$ cat config.mk
export PLATFORM = sky130hd
export DESIGN_NAME = cp0_intc_flat
export DESIGN_NICKNAME = d
export VERILOG_FILES = /design/src/rtl/cp0_intc_if.sv /design/src/rtl/cp0_intc.sv /design/src/flat_wrapper.sv
export SDC_FILE = /design/constraint.sdc
export NUM_CORES = 1
export LEC_CHECK = 0
export CORE_ASPECT_RATIO = 1.2
export CORE_UTILIZATION = 41
export CTS_CLUSTER_SIZE = 10
export DETAILED_ROUTE_END_ITERATION = 16
export PLACE_DENSITY = 0.85
export SKIP_LAST_GASP = 1
export SYNTH_ARGS = -nofsm -noshare
export SYNTH_HDL_FRONTEND = slang
export SYNTH_SLANG_ARGS = --single-unit
$ cat constraint.sdc
create_clock -name clk -period 3.4 [get_ports clk]
set_clock_uncertainty 0.2 [all_clocks]
set_input_delay 0.68 -clock clk [delete_from_list [all_inputs] [get_ports clk]]
set_output_delay 0.68 -clock clk [all_outputs]
set_load 0.01 [all_outputs]
$ cat src/rtl/cp0_intc_if.sv
// cp0_intc_if: memory-stage bus between the pipeline and the CP0 interrupt controller
interface cp0_intc_if;
    logic        we;
    logic [4:0]  addr;
    logic [31:0] wdata;
    logic [31:0] rdata;
    logic [31:0] pc;
    logic        bd;
    logic [4:0]  exccode_in;
    logic [5:0]  hwint;
    logic        eret;
    logic        take_exc;
    logic [31:0] handler_pc;
    logic [31:0] epc_out;
    logic        exl;
    modport master (
        output we, addr, wdata, pc, bd, exccode_in, hwint, eret,
        input  rdata, take_exc, handler_pc, epc_out, exl
    );
    modport slave (
        input  we, addr, wdata, pc, bd, exccode_in, hwint, eret,
        output rdata, take_exc, handler_pc, epc_out, exl
    );
endinterface

$ cat src/rtl/cp0_intc.sv
// cp0_intc: CP0 SR/Cause/EPC/PrID registers, interrupt latching and trap decision
module cp0_intc #(
    parameter logic [31:0] PRID_VALUE   = 32'h4D495053,
    parameter logic [31:0] HANDLER_ADDR = 32'h00004180
) (
    input logic         clk,
    input logic         reset,
    cp0_intc_if.slave   bus
);
    logic [5:0]  im;
    logic        exl_r;
    logic        ie;
    logic        bd_r;
    logic [5:0]  ip;
    logic [4:0]  exc;
    logic [31:0] epc;
    logic [31:0] sr;
    logic [31:0] cause;
    logic        int_pend;
    logic        exc_pend;
    logic        take;

    assign sr       = {16'b0, im, 8'b0, exl_r, ie};
    assign cause    = {bd_r, 15'b0, ip, 3'b0, exc, 2'b0};
    assign int_pend = ie & ~exl_r & |(ip & im);
    assign exc_pend = (bus.exccode_in != 5'd0) & ~exl_r;
    assign take     = int_pend | exc_pend;

    always_comb begin
        bus.rdata = bus.addr == 5'd12 ? sr :
                    bus.addr == 5'd13 ? cause :
                    bus.addr == 5'd14 ? epc :
                    bus.addr == 5'd15 ? PRID_VALUE : 32'd0;
    end

    assign bus.take_exc   = take;
    assign bus.handler_pc = HANDLER_ADDR;
    assign bus.epc_out    = epc;
    assign bus.exl        = exl_r;

    always_ff @(posedge clk or posedge reset) begin
        if (reset) begin
            im    <= '0;
            exl_r <= 1'b0;
            ie    <= 1'b0;
            bd_r  <= 1'b0;
            ip    <= '0;
            exc   <= '0;
            epc   <= '0;
        end else begin
            ip <= bus.hwint;
            if (take) begin
                exl_r <= 1'b1;
                bd_r  <= bus.bd;
                exc   <= int_pend ? 5'd0 : bus.exccode_in;
                epc   <= bus.bd ? bus.pc - 32'd4 : bus.pc;
            end else begin
                if (bus.we && bus.addr == 5'd12) begin
                    im    <= bus.wdata[15:10];
                    exl_r <= bus.wdata[1];
                    ie    <= bus.wdata[0];
                end
                if (bus.we && bus.addr == 5'd14)
                    epc <= {bus.wdata[31:2], 2'b00};
                // eret wins over a same-cycle SR write of EXL
                if (bus.eret)
                    exl_r <= 1'b0;
            end
        end
    end
endmodule

$ cat src/flat_wrapper.sv
// flat-port wrapper written by rule: the top's interface ports become plain ports
module cp0_intc_flat 
#(
    parameter logic [31:0] PRID_VALUE   = 32'h4D495053,
    parameter logic [31:0] HANDLER_ADDR = 32'h00004180
)
  (clk, reset, bus_we, bus_addr, bus_wdata, bus_pc, bus_bd, bus_exccode_in, bus_hwint, bus_eret, bus_rdata, bus_take_exc, bus_handler_pc, bus_epc_out, bus_exl);
  cp0_intc_if bus_i ();
  input logic clk;
  input logic reset;
  input wire logic [$bits(bus_i.we)-1:0] bus_we;
  input wire logic [$bits(bus_i.addr)-1:0] bus_addr;
  input wire logic [$bits(bus_i.wdata)-1:0] bus_wdata;
  input wire logic [$bits(bus_i.pc)-1:0] bus_pc;
  input wire logic [$bits(bus_i.bd)-1:0] bus_bd;
  input wire logic [$bits(bus_i.exccode_in)-1:0] bus_exccode_in;
  input wire logic [$bits(bus_i.hwint)-1:0] bus_hwint;
  input wire logic [$bits(bus_i.eret)-1:0] bus_eret;
  output wire logic [$bits(bus_i.rdata)-1:0] bus_rdata;
  output wire logic [$bits(bus_i.take_exc)-1:0] bus_take_exc;
  output wire logic [$bits(bus_i.handler_pc)-1:0] bus_handler_pc;
  output wire logic [$bits(bus_i.epc_out)-1:0] bus_epc_out;
  output wire logic [$bits(bus_i.exl)-1:0] bus_exl;
  assign bus_i.we = bus_we;
  assign bus_i.addr = bus_addr;
  assign bus_i.wdata = bus_wdata;
  assign bus_i.pc = bus_pc;
  assign bus_i.bd = bus_bd;
  assign bus_i.exccode_in = bus_exccode_in;
  assign bus_i.hwint = bus_hwint;
  assign bus_i.eret = bus_eret;
  assign bus_rdata = bus_i.rdata;
  assign bus_take_exc = bus_i.take_exc;
  assign bus_handler_pc = bus_i.handler_pc;
  assign bus_epc_out = bus_i.epc_out;
  assign bus_exl = bus_i.exl;
  cp0_intc #(.PRID_VALUE(PRID_VALUE), .HANDLER_ADDR(HANDLER_ADDR)) u_core (.clk(clk), .reset(reset), .bus(bus_i));
endmodule
==> flow_results.xml, run 1 <==
<?xml version="1.0" encoding="UTF-8"?>
<metrics>
  <group name="global_route">
    <metric name="grt-ovfl-total" unit="">0</metric>
    <metric name="grt.total_usage" unit="%">25.02</metric>
    <metric name="vias_in_the_first_global_route" unit="">3469</metric>
    <metric name="grt_start_max_net_pins" unit="">60</metric>
    <metric name="grt_first_pass_wirelength" unit="mm">17.19</metric>
    <metric name="antenna_found_initial" unit="">0</metric>
  </group>
  <group name="routing">
    <metric name="antenna_violating_nets_post_route" unit="">0</metric>
    <metric name="routed_via_density" unit="">5.224</metric>
    <metric name="drt_first_pass_iters" unit="">5</metric>
    <metric name="initialDrtViolationCount" unit="">133</metric>
    <metric name="wire_per_inst" unit="µm">16.33</metric>
    <metric name="wirelength" unit="mm">10.96</metric>
    <metric name="drc_errors" unit="">0</metric>
    <metric name="vias" unit="">3505</metric>
  </group>
  <group name="clock_tree">
    <metric name="htree_num_levels" unit="">2</metric>
    <metric name="clock_tree_from_tritoncts" unit="">done</metric>
    <metric name="clock_tree.root_cell" unit="">sky130_fd_sc_hd__clkbuf_8</metric>
    <metric name="numClockSinks" unit="">52</metric>
    <metric name="clk_pin_slew" unit="ns">0.09</metric>
    <metric name="clk_latency" unit="ns">0.30</metric>
    <metric name="cts_buffer_depth" unit="">2</metric>
    <metric name="tritoncts.num_buffers" unit="">5</metric>
  </group>
  <group name="floorplan">
    <metric name="pin_count" unit="">183</metric>
    <metric name="fp-row-count" unit="">36</metric>
    <metric name="die_y" unit="µm">103.3</metric>
    <metric name="floorplan.die.width" unit="µm">86.43</metric>
    <metric name="core_area" unit="µm²">8198</metric>
    <metric name="design.die.area" unit="µm²">8930</metric>
    <metric name="floorplan.initialDensity" unit="%">42.78</metric>
  </group>
  <group name="power">
    <metric name="power_switching" unit="W">0.001062</metric>
    <metric name="combinationalPowerShare" unit="%">48.0</metric>
    <metric name="share_seq_of_total_power" unit="%">37.7</metric>
    <metric name="peak_supply_drop" unit="µV">287.0</metric>
    <metric name="p_int" unit="W">0.001840</metric>
    <metric name="power.share.switching" unit="%">36.59</metric>
    <metric name="power" unit="W">0.002902</metric>
    <metric name="power_frac_clock" unit="%">14.3</metric>
    <metric name="power_density" unit="nW/µm²">557.0</metric>
    <metric name="leakage" unit="nW">2.102</metric>
  </group>
  <group name="logic_synthesis">
    <metric name="post_synthesis_cells" unit="">402</metric>
    <metric name="synth.largest_area_cell" unit="">sky130_fd_sc_hd__dfrtp_1</metric>
    <metric name="synthFlopType" unit="">sky130_fd_sc_hd__dfrtp_1</metric>
    <metric name="postSynthAreaPerCell" unit="µm²">8.724</metric>
    <metric name="postSynthRegisterBits" unit="">52</metric>
    <metric name="synthTopCellsByArea" unit="">sky130_fd_sc_hd__dfrtp_1, sky130_fd_sc_hd__buf_4, sky130_fd_sc_hd__xor2_1</metric>
    <metric name="yosys_warn_count" unit="">0</metric>
    <metric name="postSynth.asyncResetShare" unit="%">100.0</metric>
    <metric name="synth.yosys.seq_area_share" unit="%">37.10</metric>
    <metric name="yosys.area.top_type_share" unit="%">37.10</metric>
    <metric name="library_cells_used_by_synthesis" unit="">45</metric>
    <metric name="mappedNetlistArea" unit="µm²">3507</metric>
    <metric name="synth-edff-count" unit="">0</metric>
  </group>
  <group name="sta">
    <metric name="worst-slew-pin-transition" unit="ns">0.6694</metric>
    <metric name="setup_viol" unit="">0</metric>
    <metric name="clock.fmax" unit="MHz">295.0</metric>
    <metric name="rsz_0062_raised_after_global_routing" unit="">yes</metric>
    <metric name="minimum_clock_period" unit="ns">3.390</metric>
    <metric name="timing_max_transition_violations_final" unit="">0</metric>
    <metric name="crit_share_post_route" unit="%">99.69</metric>
    <metric name="final-hold-violation-count" unit="">0</metric>
    <metric name="hold_slack" unit="ns">0.2868</metric>
    <metric name="timing.max_slew.rel_slack" unit="%">55.37</metric>
  </group>
  <group name="placed_design">
    <metric name="dp_hpwl" unit="mm">8.620</metric>
    <metric name="final_weighted_congestion_in_routability_driven_placement" unit="">0.8746</metric>
    <metric name="port_buffers" unit="">150</metric>
    <metric name="placed_cells_incl_taps" unit="">663</metric>
  </group>
  <group name="critical_path">
    <metric name="critPathTopFamily" unit="">buffers and inverters</metric>
    <metric name="setup.worst_path.start_class" unit="">input port</metric>
    <metric name="slowest_delay" unit="ns">0.53</metric>
    <metric name="critical_path_arrival" unit="ns">2.51</metric>
    <metric name="cp_cell_sequence" unit="">clkdlybuf4s50_1 -&gt; or4_1 -&gt; nor2_2 -&gt; a21o_1 -&gt; inv_2 -&gt; clkdlybuf4s50_1</metric>
    <metric name="critical_path.max_fanout" unit="">2</metric>
    <metric name="cp_common_cell" unit="">sky130_fd_sc_hd__clkdlybuf4s50_1</metric>
    <metric name="critPathRequiredTime" unit="ns">2.52</metric>
    <metric name="criticalPathCategory" unit="">in -&gt; out</metric>
    <metric name="critPathCaptureType" unit="">output port</metric>
    <metric name="cp_max_stage_cell" unit="">sky130_fd_sc_hd__or4_1</metric>
    <metric name="worst-path-buf-inv" unit="">3</metric>
  </group>
  <group name="layout">
    <metric name="final_cell_count_no_fill" unit="">671</metric>
    <metric name="finalNetCount" unit="">642</metric>
    <metric name="utilization" unit="%">63.55</metric>
    <metric name="insertedDiodeCount" unit="">0</metric>
    <metric name="fillers" unit="">710</metric>
    <metric name="area_growth" unit="%">48.56</metric>
    <metric name="layout-drive-gt1-share" unit="%">9.156</metric>
  </group>
  <group name="job">
    <metric name="timing.max_cap.violations" unit="">0</metric>
  </group>
  <group name="status">
    <metric name="outcome" unit="">completed</metric>
  </group>
  <group name="worst_hold_path">
    <metric name="worstHoldPathType" unit="">reg -&gt; reg</metric>
  </group>
</metrics>
## stage by stage
stage / worst slack, ns / instance area, µm² / setup TNS (ns)
4_1_cts: 0.01662 / 5202 / 0
5_1_grt: -0.05034 / 5210 / -0.05034
2_1_floorplan: 0.7710 / 3620 / 0
6_report: 0.01047 / 5210 / 0
3_3_place_gp: -0.06684 / 5090 / -0.6807
3_5_place_dp: -0.04986 / 5090 / -0.2653
## cell type report
| type | instances | area (µm²) | share of cell area [%] |
|---|---|---|---|
| clock inverters | 2 | 35.03 | 0.6724 |
| inverters | 6 | 22.52 | 0.4323 |
| well taps | 114 | 142.6 | 2.738 |
| repair buffers | 171 | 1667 | 31.99 |
| flip-flops and latches | 52 | 1301 | 24.98 |
| clock buffers | 6 | 72.57 | 1.393 |
| multi-input cells | 320 | 1969 | 37.80 |
## cell usage in the layout, fill, tap and decap left out, types with 2 or more instances in the layout
cell type,instances
sky130_fd_sc_hd__mux2_2,9
sky130_fd_sc_hd__o21ai_0,14
sky130_fd_sc_hd__dfrtp_1,52
sky130_fd_sc_hd__a21oi_1,29
sky130_fd_sc_hd__conb_1,32
sky130_fd_sc_hd__nand4b_1,2
sky130_fd_sc_hd__nand4_1,5
sky130_fd_sc_hd__clkbuf_8,5
sky130_fd_sc_hd__a22o_1,3
sky130_fd_sc_hd__o221a_2,2
sky130_fd_sc_hd__nor4_1,9
sky130_fd_sc_hd__inv_2,2
sky130_fd_sc_hd__nor2_2,3
sky130_fd_sc_hd__nand3b_1,5
sky130_fd_sc_hd__mux2i_1,15
sky130_fd_sc_hd__a211oi_1,20
sky130_fd_sc_hd__buf_4,20
sky130_fd_sc_hd__inv_1,4
sky130_fd_sc_hd__and3_1,2
sky130_fd_sc_hd__a22oi_1,4
sky130_fd_sc_hd__nor3_1,8
sky130_fd_sc_hd__xor2_1,19
sky130_fd_sc_hd__nand3_1,7
sky130_fd_sc_hd__nor2b_1,22
sky130_fd_sc_hd__a31oi_1,2
sky130_fd_sc_hd__and2_1,11
sky130_fd_sc_hd__dlymetal6s2s_1,2
sky130_fd_sc_hd__or4_1,5
sky130_fd_sc_hd__nor2_1,34
sky130_fd_sc_hd__xnor2_1,7
sky130_fd_sc_hd__clkdlybuf4s50_1,147
sky130_fd_sc_hd__or4_4,2
sky130_fd_sc_hd__nand2_1,35
sky130_fd_sc_hd__a21o_1,2
## cell usage after synthesis (all sizes together), types with 12 or more instances
master   n
clkbuf  15
a211oi  20
and2    12
nor2b   22
xor2    19
o21ai   14
a21oi   29
mux2i   15
nand2   35
dfrtp   52
nor2    37
buf     39
## path summary, 6_finish.rpt
| check | start | to | slack [ns] | cells after the start |
|---|---|---|---|---|
| max | bus_exccode_in[1] | bus_take_exc | 0.01 | 6 |
| min | u_core.exc[2] | u_core.exc[2] | 0.29 | 2 |
| max reg2reg | u_core.ip[4] | u_core.bus.epc_out[31] | 0.90 | 7 |
| min reg2reg | u_core.exc[2] | u_core.exc[2] | 0.29 | 2 |
| max in group asynchronous | reset | u_core.bus.epc_out[17] | 1.88 | 3 |
| min in group asynchronous | reset | u_core.ip[5] | 0.68 | 3 |
## cell families (layout without fill, tap and decap cells)
logic type / count (synthesis) / count (layout) / share of synthesized area, %
AOI/OAI and AO/OA: 80 / 80 / 14.63
other: 2 / 32 / 0.2141
adders and majority gates: 1 / 1 / 0.3567
and+or+nand+nor: 157 / 157 / 23.90
xor gates and xnor gates: 26 / 26 / 6.493
buffers and inverters: 60 / 185 / 10.13
DFF: 52 / 52 / 37.10
muxes: 24 / 24 / 7.171
## state kept, by name, summed over array words and instances, names as in the netlist
signal	count
u_core.exc	5
u_core.bus.epc_out	32
u_core.im	6
u_core.ie	1
u_core.bus.exl	1
u_core.bd_r	1
u_core.ip	6
## power by group through the flow
stage | Combinational, W | Clock, W | Sequential, W
2_1_floorplan | 0.000629 | 0 | 0.00113
3_3_place_gp | 0.00135 | 0 | 0.00108
3_5_place_dp | 0.00139 | 0 | 0.00110
4_1_cts | 0.00140 | 0.000428 | 0.00109
5_1_grt | 0.00152 | 0.000454 | 0.00113
6_report | 0.00139 | 0.000416 | 0.00109
## worst reg2reg max path, delay by kind of cell (launching register included)
kind,cells,cell delay [ns]
compound gates,5,1.41
buf+inv,2,0.37
flops,1,0.40
## layer usage
metal | up-vias | part of all wire (%) | routed length (µm) | global-route usage (%)
li1 | 1653 | - | - | -
met1 | 1651 | 40 | 4352 | 29.51
met2 | 171 | 52 | 5661 | 45.73
met3 | 30 | 5.6 | 618 | 3.810
met4 | 0 | 2.9 | 323 | 10.00
met5 | - | 0 | 0 | 0
## what timing repair did
action,in CTS,in global routing
pin swaps,0,0
hold buffers,0,0
resized for setup,3,3
setup endpoints to repair,11,16
endpoints found under the hold margin,0,0
setup buffers,0,0
(Power assumes the default switching activity.)
==> run 2: changes to the inputs <==
- CAP_MARGIN: unset -> 15
- SLEW_MARGIN: unset -> 20
==> results of run 2 <==
Same layout as run 1: the final DEF is identical, and so are final timing and power.
